[src/rtl/ysyx_22040127_mem_stage.sv]
// Memory-access pipeline stage between execute and writeback: one instruction at a time,
// at most one data-memory transaction, load extension and a registered result bus to writeback.
module ysyx_22040127_mem_stage #(
  parameter int PASS_W = 128
) (
  input  logic                  clk,
  input  logic                  rst_n,

  input  logic                  ex_to_mem_valid,
  output logic                  mem_allowin,
  input  logic                  ex_mem_read,
  input  logic                  ex_mem_write,
  input  logic [1:0]            ex_mem_size,
  input  logic                  ex_mem_unsigned,
  input  logic [63:0]           ex_addr,
  input  logic [63:0]           ex_wdata,
  input  logic [63:0]           ex_alu_result,
  input  logic                  ex_reg_wen,
  input  logic [4:0]            ex_rd,
  input  logic [PASS_W-1:0]     ex_pass,

  output logic                  mem_to_wb_valid,
  input  logic                  wb_allowin,
  output logic [PASS_W+198:0]   mem_to_wb_bus,
  input  logic                  mem_flush,

  output logic                  dmem_req_valid,
  input  logic                  dmem_req_ready,
  output logic                  dmem_we,
  output logic [63:0]           dmem_addr,
  output logic [63:0]           dmem_wdata,
  output logic [7:0]            dmem_wmask,
  input  logic                  dmem_resp_valid,
  input  logic [63:0]           dmem_rdata
);

  typedef enum logic [2:0] {
    S_IDLE  = 3'd0,
    S_REQ   = 3'd1,
    S_WAIT  = 3'd2,
    S_DONE  = 3'd3,
    S_DRAIN = 3'd4
  } state_e;

  function automatic logic [7:0] size_lanes(input logic [1:0] size);
    logic [7:0] m;
    case (size)
      2'd0:    m = 8'h01;
      2'd1:    m = 8'h03;
      2'd2:    m = 8'h0F;
      default: m = 8'hFF;
    endcase
    return m;
  endfunction

  function automatic logic [63:0] size_mask64(input logic [1:0] size);
    logic [63:0] m;
    case (size)
      2'd0:    m = 64'h0000_0000_0000_00FF;
      2'd1:    m = 64'h0000_0000_0000_FFFF;
      2'd2:    m = 64'h0000_0000_FFFF_FFFF;
      default: m = 64'hFFFF_FFFF_FFFF_FFFF;
    endcase
    return m;
  endfunction

  // Byte lanes shifted past lane 7 fall off the top: boundary-crossing accesses are truncated.
  function automatic logic [7:0] lane_mask(input logic [1:0] size, input logic [2:0] off);
    logic [15:0] m;
    m = {8'h00, size_lanes(size)} << off;
    return m[7:0];
  endfunction

  function automatic logic [63:0] load_extend(input logic [63:0] rdata, input logic [1:0] size,
                                              input logic [2:0] off, input logic uns);
    logic [63:0] sh;
    logic [63:0] res;
    sh = rdata >> {off, 3'b000};
    case (size)
      2'd0:    res = {{56{~uns & sh[7]}},  sh[7:0]};
      2'd1:    res = {{48{~uns & sh[15]}}, sh[15:0]};
      2'd2:    res = {{32{~uns & sh[31]}}, sh[31:0]};
      default: res = sh;
    endcase
    return res;
  endfunction

  state_e              state_q, state_d;
  logic                read_q, read_d;
  logic                write_q, write_d;
  logic [1:0]          size_q, size_d;
  logic                uns_q, uns_d;
  logic [63:0]         addr_q, addr_d;
  logic [63:0]         st_wdata_q, st_wdata_d;
  logic [7:0]          st_wmask_q, st_wmask_d;
  logic [63:0]         diff_data_q, diff_data_d;
  logic                reg_wen_q, reg_wen_d;
  logic [4:0]          rd_q, rd_d;
  logic [PASS_W-1:0]   pass_q, pass_d;
  logic [63:0]         reg_wdata_q, reg_wdata_d;
  logic                accept;

  // A flush in DONE kills the held result, so it also blocks a same-edge accept.
  assign mem_allowin = (state_q == S_IDLE) ||
                       ((state_q == S_DONE) && wb_allowin && !mem_flush);
  assign accept      = ex_to_mem_valid && mem_allowin;

  always_comb begin
    state_d     = state_q;
    read_d      = read_q;
    write_d     = write_q;
    size_d      = size_q;
    uns_d       = uns_q;
    addr_d      = addr_q;
    st_wdata_d  = st_wdata_q;
    st_wmask_d  = st_wmask_q;
    diff_data_d = diff_data_q;
    reg_wen_d   = reg_wen_q;
    rd_d        = rd_q;
    pass_d      = pass_q;
    reg_wdata_d = reg_wdata_q;

    unique case (state_q)
      S_IDLE: ;
      S_REQ: begin
        // Once the request is handshaked the memory owes a response, even if flushed.
        if (dmem_req_ready)  state_d = mem_flush ? S_DRAIN : S_WAIT;
        else if (mem_flush)  state_d = S_IDLE;
      end
      S_WAIT: begin
        if (dmem_resp_valid) begin
          state_d = mem_flush ? S_IDLE : S_DONE;
          if (read_q) reg_wdata_d = load_extend(dmem_rdata, size_q, addr_q[2:0], uns_q);
        end else if (mem_flush) begin
          state_d = S_DRAIN;
        end
      end
      S_DONE: begin
        if (mem_flush || wb_allowin) state_d = S_IDLE;
      end
      S_DRAIN: begin
        if (dmem_resp_valid) state_d = S_IDLE;
      end
      default: state_d = S_IDLE;
    endcase

    if (accept) begin
      state_d     = (ex_mem_read || ex_mem_write) ? S_REQ : S_DONE;
      read_d      = ex_mem_read;
      write_d     = ex_mem_write;
      size_d      = ex_mem_size;
      uns_d       = ex_mem_unsigned;
      addr_d      = ex_addr;
      st_wdata_d  = ex_wdata << {ex_addr[2:0], 3'b000};
      st_wmask_d  = lane_mask(ex_mem_size, ex_addr[2:0]);
      diff_data_d = ex_mem_write ? (ex_wdata & size_mask64(ex_mem_size)) : 64'd0;
      reg_wen_d   = ex_reg_wen;
      rd_d        = ex_rd;
      pass_d      = ex_pass;
      reg_wdata_d = ex_alu_result;
    end
  end

  always_ff @(posedge clk or negedge rst_n) begin
    if (!rst_n) begin
      state_q     <= S_IDLE;
      read_q      <= 1'b0;
      write_q     <= 1'b0;
      size_q      <= 2'd0;
      uns_q       <= 1'b0;
      addr_q      <= 64'd0;
      st_wdata_q  <= 64'd0;
      st_wmask_q  <= 8'd0;
      diff_data_q <= 64'd0;
      reg_wen_q   <= 1'b0;
      rd_q        <= 5'd0;
      pass_q      <= '0;
      reg_wdata_q <= 64'd0;
    end else begin
      state_q     <= state_d;
      read_q      <= read_d;
      write_q     <= write_d;
      size_q      <= size_d;
      uns_q       <= uns_d;
      addr_q      <= addr_d;
      st_wdata_q  <= st_wdata_d;
      st_wmask_q  <= st_wmask_d;
      diff_data_q <= diff_data_d;
      reg_wen_q   <= reg_wen_d;
      rd_q        <= rd_d;
      pass_q      <= pass_d;
      reg_wdata_q <= reg_wdata_d;
    end
  end

  assign mem_to_wb_valid = (state_q == S_DONE) && !mem_flush;
  assign mem_to_wb_bus   = {pass_q, write_q, diff_data_q, addr_q, reg_wen_q, rd_q, reg_wdata_q};

  assign dmem_req_valid  = (state_q == S_REQ);
  assign dmem_we         = write_q;
  assign dmem_addr       = {addr_q[63:3], 3'b000};
  assign dmem_wdata      = st_wdata_q;
  assign dmem_wmask      = st_wmask_q;

endmodule
[config.mk]
export PLATFORM = sky130hd
export DESIGN_NAME = ysyx_22040127_mem_stage
export DESIGN_NICKNAME = d
export VERILOG_FILES = /design/src/rtl/ysyx_22040127_mem_stage.sv
export SDC_FILE = /design/constraint.sdc
export NUM_CORES = 1
export LEC_CHECK = 0
export BUFFER_PORTS_ARGS = -buffer_cell sky130_fd_sc_hd__buf_4
export CORE_AREA = 2 2 339 341
export CTS_BUF_LIST = sky130_fd_sc_hd__clkbuf_8 sky130_fd_sc_hd__clkbuf_16
export CTS_CLUSTER_SIZE = 24
export DETAILED_ROUTE_END_ITERATION = 6
export DIE_AREA = 0 0 341 343
export GPL_TIMING_DRIVEN = 0
export HOLD_SLACK_MARGIN = 0.02
export PLACE_DENSITY = 0.44
export SLEW_MARGIN = 10
export SYNTH_ARGS = -nofsm -noshare
export SYNTH_HDL_FRONTEND = slang
export SYNTH_SLANG_ARGS = --single-unit
[constraint.sdc]
create_clock -name clk -period 3 [get_ports clk]
set_clock_uncertainty 0.1 [all_clocks]
set_input_delay 0.6 -clock clk [delete_from_list [all_inputs] [get_ports clk]]
set_output_delay 0.6 -clock clk [all_outputs]
set_load 0.03 [all_outputs]
**Word level (Yosys, flattened, before mapping)**

Cells that the tools add are included.
W data, S select, Z words.

- Eq/ne operators: 13
- Shift-type cells: 3
- Multiplexer cells: 21
- Bitwise operators: 5
- Reduce and logical (&&, ||, !) cells: 16

Operator list:

| operator | number |
|---|---|
| $mux W64 | 6 |
| $pmux W64 S3 | 2 |
| $and A64 B64 Y64 | 1 |
| $shl A64 B6 Y64 | 1 |
| $shr A64 B6 Y64 | 1 |
| $mux W3 | 8 |
| $pmux W8 S3 | 1 |
| $pmux W3 S5 | 1 |
| $mux W8 | 1 |
| $shl A8 B3 Y8 | 1 |
| $eq A3 B2 Y1 const B | 2 |
| $reduce_bool A2 Y1 | 3 |
| $reduce_and A5 Y1 | 1 |
| $eq A2 B1 Y1 const B | 2 |
| $eq A2 B2 Y1 const B | 2 |
| $logic_and A1 B1 Y1 | 4 |
| $logic_not A2 Y1 | 2 |
| $mux W2 | 2 |
| $ne A4 B2 Y1 const B | 1 |
| $ne A4 B4 Y1 const B | 1 |
| $and A1 B1 Y1 | 3 |
| $eq A3 B1 Y1 const B | 1 |
| $eq A3 B3 Y1 const B | 1 |
| $logic_not A3 Y1 | 1 |
| other kinds (7) | 9 |

- Register bits after elaboration: 406
- Input port bits: 402
- Output and inout port bits: 467
- Logic and storage cells: 71

**Depth between registers and ports, before layout**

Gate-level depths: netlist of the first run.

- Word-level depth: 8
- Depth in mapped cells: 9
- Mapped depth without buffers: 5

**Worst setup path before layout of the first run**

Ideal clock, no wire load.

- Path kind: register to register
- Start point: register addr_q[0]
- End point: register reg_wdata_q[36]
- Setup time: 0.126 ns
- Arrival time: 2.084 ns
- Setup slack: 0.691 ns
- Stages on the path, launching flop included: 9
- Cell sequence: dfrtp_1 buf_6 mux4_2 nand2_1 a211o_1 buf_2 nand3b_4 buf_12 a2bb2oi_2

- Cells in the longest elaborated chain, start to end: 7
- Elaborated cells on any way between the ends: 9

RTL lines:

| item | RTL line | RTL |
|---|---|---|
| start, declared | 93 | `logic [63:0] addr_q, addr_d;` |
| start signal, assigned | 185 | `addr_q <= addr_d;` |
| $shr A64 B6 Y64 * | 78 | `sh = rdata >> {off, 3'b000};` |
| $and A1 B1 Y1, on equally long branches | 82, 80, 81 |  |
| $pmux W64 S3 * | 79 | `case (size)` |
| $mux W64 * | 133 | `if (read_q) reg_wdata_d = load_extend(dmem_rdata, size_q, addr_q[2:0], uns_q);` |
| $mux W64 * | 131 | `if (dmem_resp_valid) begin` |
| $mux W64 * | 123 | `unique case (state_q)` |
| $mux W64 * | 147 | `if (accept) begin` |
| end signal, assigned | 192 | `reg_wdata_q <= reg_wdata_d;` |
| end, declared | 100 | `logic [63:0] reg_wdata_q, reg_wdata_d;` |

Mark *: on every way between the ends. The rest lies on a longest branch, timed or not. The select of a mux whose other input is x is not followed.
A chain may end at the register's enable or synchronous reset.

**Final worst setup path of the first run**

- Start point: register addr_q[1]
- End point: register reg_wdata_q[23]

- Cells in the longest elaborated chain, start to end: 7
- Elaborated cells on any way between the ends: 8

RTL lines:

| item | RTL line |
|---|---|
| $shr A64 B6 Y64 * | 78 |
| $and A1 B1 Y1, on equally long branches | 81, 80 |
| $pmux W64 S3 * | 79 |
| $mux W64 * | 133 |
| $mux W64 * | 131 |
| $mux W64 * | 123 |
| $mux W64 * | 147 |

Marks and branches as above.

==> results of run 1 <==
[flip-flops by register name (all words and copies together) (netlist names)]
name	flops
dmem_wmask	8
reg_wen_q	1
rd_q	5
reg_wdata_q	64
pass_q	128
state_q	3
addr_q	64
size_q	2
dmem_we	1
diff_data_q	64
read_q	1
dmem_wdata	64
uns_q	1
[power breakdown]
group / internal (W) / switching, W
logic: 0.00708 / 0.0132
clock network: 0.00370 / 0.00271
registers: 0.00795 / 0.00174
[layout by cell type (no fill, tap or decap), types with 9 or more instances in the layout]
cell type,count
o22ai_1,9
a2bb2oi_1,12
o21a_1,9
clkbuf_1,65
nor2b_1,23
clkbuf_8,13
nand3b_1,9
mux2i_1,127
a21oi_1,38
dfrtp_1,406
o21ai_0,182
mux2_2,16
buf_4,934
a31oi_1,17
diode_2,10
mux4_2,16
buf_1,18
nand2_1,801
a211oi_1,24
inv_1,17
clkbuf_2,14
a22o_1,65
nand3_1,17
a2bb2oi_2,20
nor2_1,39
or3_1,18
clkbuf_16,53
dlygate4sd3_1,121
buf_2,46
[cell type report]
class / instances / area (um^2) / area share [%]
Timing Repair Buffer: 987 / 7800 / 25.0
Buffer: 225 / 1270 / 4.08
Multi-Input combinational cell: 1501 / 8360 / 26.8
Tap cell: 1512 / 1890 / 6.05
Sequential cell: 406 / 10200 / 32.5
Clock inverter: 28 / 223 / 0.713
Clock buffer: 66 / 1510 / 4.82
Inverter: 3 / 11.3 / 0.0360
Antenna cell: 10 / 25.0 / 0.0801
[kinds of logic after synthesis]
| kind of cell | after synthesis | share of synthesized area, % |
|---|---|---|
| muxes | 160 | 9.22 |
| other | 1 | 0.0190 |
| and+or+nand+nor | 930 | 18.9 |
| buffers and inverters | 229 | 6.40 |
| DFF | 406 | 51.4 |
| AOI/OAI and AO/OA | 408 | 14.1 |
[tightest hold or removal path: stages]
cell and delay [ns]:
buf_4 0.08, nand2_1 0.04, nand2_1 0.05
[routing by layer]
layer | track usage (%) | share of wire [%]
met3 | 6.89 | 8.8
met5 | 0 | 0.10
met4 | 7.88 | 4.3
met2 | 30.9 | 47
met1 | 22.9 | 40
[how the worst min path moves through the flow]
stage                                      end  slack (ns)  cells past startpoint
floorplan                addr_q[0]$_DFFE_PN0P_        0.20                      0
global placement    diff_data_q[6]$_DFFE_PN0P_        0.35                      2
detailed placement  diff_data_q[7]$_DFFE_PN0P_        0.36                      2
CTS                     addr_q[29]$_DFFE_PN0P_        0.02                      3
global route            addr_q[29]$_DFFE_PN0P_        0.04                      3
finish                 pass_q[127]$_DFFE_PN0P_        0.07                      3
[metrics by stage]
step / setup slack (ns) / setup TNS [ns] / util (%)
after CTS: 0.0104 / 0 / 27.5
after global routing: -0.0192 / -0.0703 / 27.5
after floorplan: 0.691 / 0 / -
after detailed placement: -0.984 / -102.96 / 24.9
final: 0.0881 / 0 / 27.6
after global placement: -3.60 / -1523.92 / 24.8
[what timing repair did]
action,4_1_cts,5_1_grt
hold buffers,121,0
setup endpoints to repair,263,146
endpoints found under the hold margin,188,0
resized for setup,11,14
==> impl_results.md, run 1 <==
* Crit Path Class: flop to flop
* Status: finished, final reports clean
* Fmax at 343 MHz
* # nets final at 3578
* Worst path bufs/invs at 4
* Most common cell in the netlist: nand2_1
* CTS tree: built
* Cell accounting for the most synthesized area: dfrtp_1
* Fin crit share at 97.1%
* Worst Reg2Reg Path Length in Cells at 7
* CTS sink count at 406
* Critical path launch point: addr_q[1]$_DFFE_PN0P_
* Largest net degree at the start of global routing at 98
* Yosys warns at 0
* Mapped cell area at 19800 um^2
* Row count at 124
* Worst-path maximum fanout at 10
* Worst setup SP type: flop
* Top_reg_cell synth: dfrtp_1
* RSZ-0062 raised after global routing: true
* Area of the core at 113000 um^2
* Post-synth top area share at 51.4%
* Max Cap Viol at 0
* RD Place Congestion at 0.893
* Reg2reg start: addr_q[1]$_DFFE_PN0P_
* Total grt overflow at 0
* Slew Limit Headroom at 35.3%
* CP arrival at 3.36 ns
* Synthesized area per cell at 9.26 um^2
* Register area share after synthesis at 51.4%
* I/O pins at 869
* Drt wl/cell at 24.7 um
* Clk pin slew, worst setup/hold paths at 0.06 ns
* Vias in the first global route at 20616
* Endpoints failing setup at 0
* Final hold violations at 0
* Post-CTS Setup Bufs at 0
* Slowest CP cell: o22ai_1
* Critical path capture point type: flop
* FF-to-FF End: reg_wdata_q[23]$_DFFE_PN0P_
* CTS root buf: clkbuf_16
* Hold Crit Class: input port to flop
* Seq cells post-synth at 406
* Most frequent cells after synthesis: nand2_1, dfrtp_1, o21ai_0
* Worst-Margin Slew at 0.967 ns
* Max-slew violations at 0
* Number of synthesized flops with an enable pin at 0
* Total number of vias at 20270
* Vias per cell at 4.28
* Detailed Place HPWL at 94.1 mm
* Cts bufs inserted at 52
* Fin cells at 4738
* Crit path depth at 7
* Total Wirelength at 117 mm
* P_leak at 15.6 nW
* Critical path required time at 3.45 ns
* CTS H-Tree Depth at 2
* Slack of the worst reg-to-reg path at 0.09 ns
* Port buffer count at 862
* 1st-iter DRT viols at 1239
* WHS at 0.0664 ns
* Share of post-route cells with drive strength above 1 at 35.8%
* Longest Clk Path Bufs at 3
* Synth cell types at 56
* Post-DRT Antenna Nets at 0
* Fin crit period at 2.91 ns
* Dpl cell area at 28300 um^2
* Most numerous cell on the critical path: buf_2
* Initial core utilization at 17.4%
* Fill cell count at 12264
* Die Span X at 341 um
* Top cells by area, synth: dfrtp_1, nand2_1, mux2i_1, o21ai_0, a22o_1
* Pwr Density at 1160 nW/um^2
* Clock latency on the worst-skew pair at 0.63 ns
* Die Y at 343 um
* Global-route wire length before repair at 159 mm
* Dpl cells at 4514
* CP Cell Sequence: buf_6 -> buf_4 -> buf_2 -> buf_2 -> nand2_1 -> o22ai_1 -> a2bb2oi_1
* 1st-pass router iterations at 5
* Final instance area at 31300 um^2
* Die area at 117000 um^2
* Critical path's largest stage delay at 0.58 ns
* Initial antenna violation count at 23
* Maximum vdd drop at 514 uV
* Largest delay share family, worst path: buffers and inverters
* Synthesis-to-layout area growth at 58.1%
* Residual DRC count at 0
* Tot Pwr at 0.0363 W
* Hold path start: ex_pass[127]
* Mapped Cells at 2134
* Total Routing Usage GR at 19.1%
* Asr flop ratio synth at 100%
* Setup crit end: reg_wdata_q[23]$_DFFE_PN0P_
No activity file was read; power rests on OpenSTA's default activity.
==> run 2: changes to the inputs <==
--- a/config.mk
+++ b/config.mk
@@ -6,11 +6,11 @@
 export NUM_CORES = 1
 export LEC_CHECK = 0
 export BUFFER_PORTS_ARGS = -buffer_cell sky130_fd_sc_hd__buf_4
-export CORE_AREA = 2 2 339 341
+export CORE_AREA = 3 3 340 342
 export CTS_BUF_LIST = sky130_fd_sc_hd__clkbuf_8 sky130_fd_sc_hd__clkbuf_16
 export CTS_CLUSTER_SIZE = 24
 export DETAILED_ROUTE_END_ITERATION = 6
-export DIE_AREA = 0 0 341 343
+export DIE_AREA = 0 0 343 345
 export GPL_TIMING_DRIVEN = 0
 export HOLD_SLACK_MARGIN = 0.02
 export PLACE_DENSITY = 0.44
==> run 2 against run 1 <==
Global-route usage rose by 0.093 points; final cell count about the same; utilization up 0.45 points; fmax grew 0.54%; sequential share of layout area shrank 0.30 points; worst hold slack better by 0.010 ns; sequential power about the same; clock-buffer cell count is 1 lower; via count decreased by 0.73%; flip-flop and latch count is the same; non-clock buffer count grew 22; die area increased by 1.2%; critical path type unchanged; critical endpoint is now reg_wdata_q[14]$_DFFE_PN0P_.
==> impl_results.md, run 2 (synthesis results as in run 1) <==
* Status: finished, final reports clean
* Total grt overflow at 0 (unchanged)
* Critical path required time at 3.39 ns (-0.06 ns)
* Residual DRC count at 0 (unchanged)
* Longest Clk Path Bufs at 3 (unchanged)
* P_leak at 15.7 nW (+0.81%)
* Max FFs per register at 128 (unchanged)
* Initial antenna violation count at 14 (-39%)
* Synthesis-to-layout area growth at 59.6%
* Detailed Place HPWL at 95.6 mm (+1.6%)
* Multi-input logic area at 8360 um^2 (about the same)
* Hold Crit Class: input port to flop
* CP arrival at 3.28 ns (-0.08 ns)
* Worst setup SP type: flop
* Pwr Density at 1160 nW/um^2 (+0.11%)
* Share of post-route cells with drive strength above 1 at 35.8% (-0.058 points)
* CTS sink count at 406 (unchanged)
* Total number of vias at 20122 (-0.73%)
* CTS root buf: clkbuf_16
* Endpoints failing setup at 0 (unchanged)
* Register Area at 10200 um^2 (unchanged)
* Die Span X at 343 um (+0.59%)
* Fmax at 345 MHz (+0.54%)
* Most flop-heavy register: pass_q
* Tot Pwr at 0.0367 W (+1.1%)
* Global-route wire length before repair at 162 mm (+1.8%)
* RSZ-0062 raised after global routing: false
* Maximum vdd drop at 555 uV (+7.8%)
* Port buffer count at 862 (unchanged)
* Fin crit share at 96.5% (-0.53 points)
* Total Routing Usage GR at 19.2% (+0.093 points)
* Dpl cell area at 28300 um^2 (about the same)
* Clock latency on the worst-skew pair at 0.62 ns (about the same)
* Clk pin slew, worst setup/hold paths at 0.06 ns (about the same)
* 1st-iter DRT viols at 1313 (+6.0%)
* Die area at 118000 um^2 (+1.2%)
* Worst-path maximum fanout at 10 (unchanged)
* Util after Layout at 28.0% (+0.45 points)
* Final instance area at 31500 um^2 (+0.94%)
* Post-CTS Setup Bufs at 0 (unchanged)
* Fill cell count at 12212 (-0.42%)
* Fin crit period at 2.90 ns (-0.0158 ns)
* # nets final at 3601 (+0.64%)
* CTS H-Tree Depth at 2 (unchanged)
* Max-slew violations at 0 (unchanged)
* Cts bufs inserted at 53 (+1.9%)
* Worst-Margin Slew at 1.08 ns (+0.109 ns)
* Die Y at 345 um (+0.58%)
* Setup TNS at 0 ns (unchanged)
* Fin cells at 4742 (+0.084%)
* Vias per cell at 4.24 (-0.81%)
* Row count at 123 (-0.81%)
* Largest net degree at the start of global routing at 97 (-1.0%)
* Final hold violations at 0 (unchanged)
* Total Wirelength at 118 mm (+1.3%)
* 1st-pass router iterations at 5 (unchanged)
* I/O pins at 869 (unchanged)
* Max Cap Viol at 0 (unchanged)
* Post-DRT Antenna Nets at 0 (unchanged)
* CTS tree: built
* Critical path capture point type: flop
* Commonest non-fill, non-tap cell in the layout: buf_4
* Most frequent cells in the layout: buf_4, nand2_1, dfrtp_1, o21ai_0, dlygate4sd3_1
* Dpl cells at 4503 (-0.24%)
* RD Place Congestion at 0.903 (+1.1%)
* Drt wl/cell at 25.0 um (+1.2%)
* Area of the core at 113000 um^2 (-0.67%)
* Vias in the first global route at 20825 (+1.0%)
* Slew Limit Headroom at 28.0% (-7.3 points)
* Initial core utilization at 17.5% (+0.12 points)
* Crit Path Class: flop to flop
run 2: cell types whose count changed in the layout (fill, tap and decap cells not counted), sizes merged:
cell / change
clkinvlp: -1
dlygate4sd3: +21
buf: -2
bufinv: +4
clkdlybuf4s15: +1
clkinv: +3
diode: -6
inv: -5
clkbuf: +1
run 2: area by class of cell:
cell class	count	share of cell area, %
plain buffers	225	4.04
well taps	1500	5.95
flip-flops and latches	406	32.2
clock inverters	29	1.04
inverters	3	0.0357
multi-input cells	1501	26.5
clock buffers	65	4.73
diodes	4	0.0317
repair buffers	1009	25.5
run 2: worst max-delay path, cell delays in order, from the launching register on:
cell and delay (ns):
dfrtp_1 0.48, buf_6 0.20, buf_4 0.22, buf_2 0.34, buf_2 0.35, mux2i_1 0.25, a22oi_1 0.11, a31oi_1 0.52
o21ai_0 0.18
run 2: power breakdown:
part	switching (W)	leakage (nW)	internal, W
logic	0.0132	9.69	0.00710
registers	0.00173	5.12	0.00795
clock network	0.00271	0.920	0.00402
run 2: path summary, 6_finish.rpt:
kind / start / end / slack (ns) / depth (start not counted)
worst max-delay path: addr_q[1]$_DFFE_PN0P_ / reg_wdata_q[14]$_DFFE_PN0P_ / 0.10 / 8
worst min-delay path: ex_rd[1] / rd_q[1]$_DFFE_PN0P_ / 0.08 / 3
worst max register to register: addr_q[1]$_DFFE_PN0P_ / reg_wdata_q[14]$_DFFE_PN0P_ / 0.10 / 8
worst min register to register: pass_q[99]$_DFFE_PN0P_ / pass_q[99]$_DFFE_PN0P_ / 0.37 / 2
max in group asynchronous: rst_n / pass_q[80]$_DFFE_PN0P_ / 0.64 / 6
min in group asynchronous: rst_n / dmem_wdata[5]$_DFFE_PN0P_ / 0.45 / 3
run 2: repair_timing:
item / CTS / global route
hold endpoints to repair: 234 / 0
endpoints found under the setup margin: 132 / 49
resized for setup: 10 / 9
hold buffers: 142 / 0
cloned: 0 / 0
run 2: through the flow:
step	setup slack [ns]	hold WS, ns
2_1_floorplan	0.691	0.204
3_3_place_gp	-3.64	0.353
3_5_place_dp	-0.691	0.362
4_1_cts	0.0267	0.0203
5_1_grt	0.00772	0.0339
6_report	0.104	0.0768
run 2: routing by layer:
layer	vias up	part of all wire [%]	track usage (%)
met4	12	4.0	7.22
met1	9808	39	22.4
met2	830	48	32.6
li1	9287	-	-
met5	-	0.064	0
met3	185	8.5	6.11
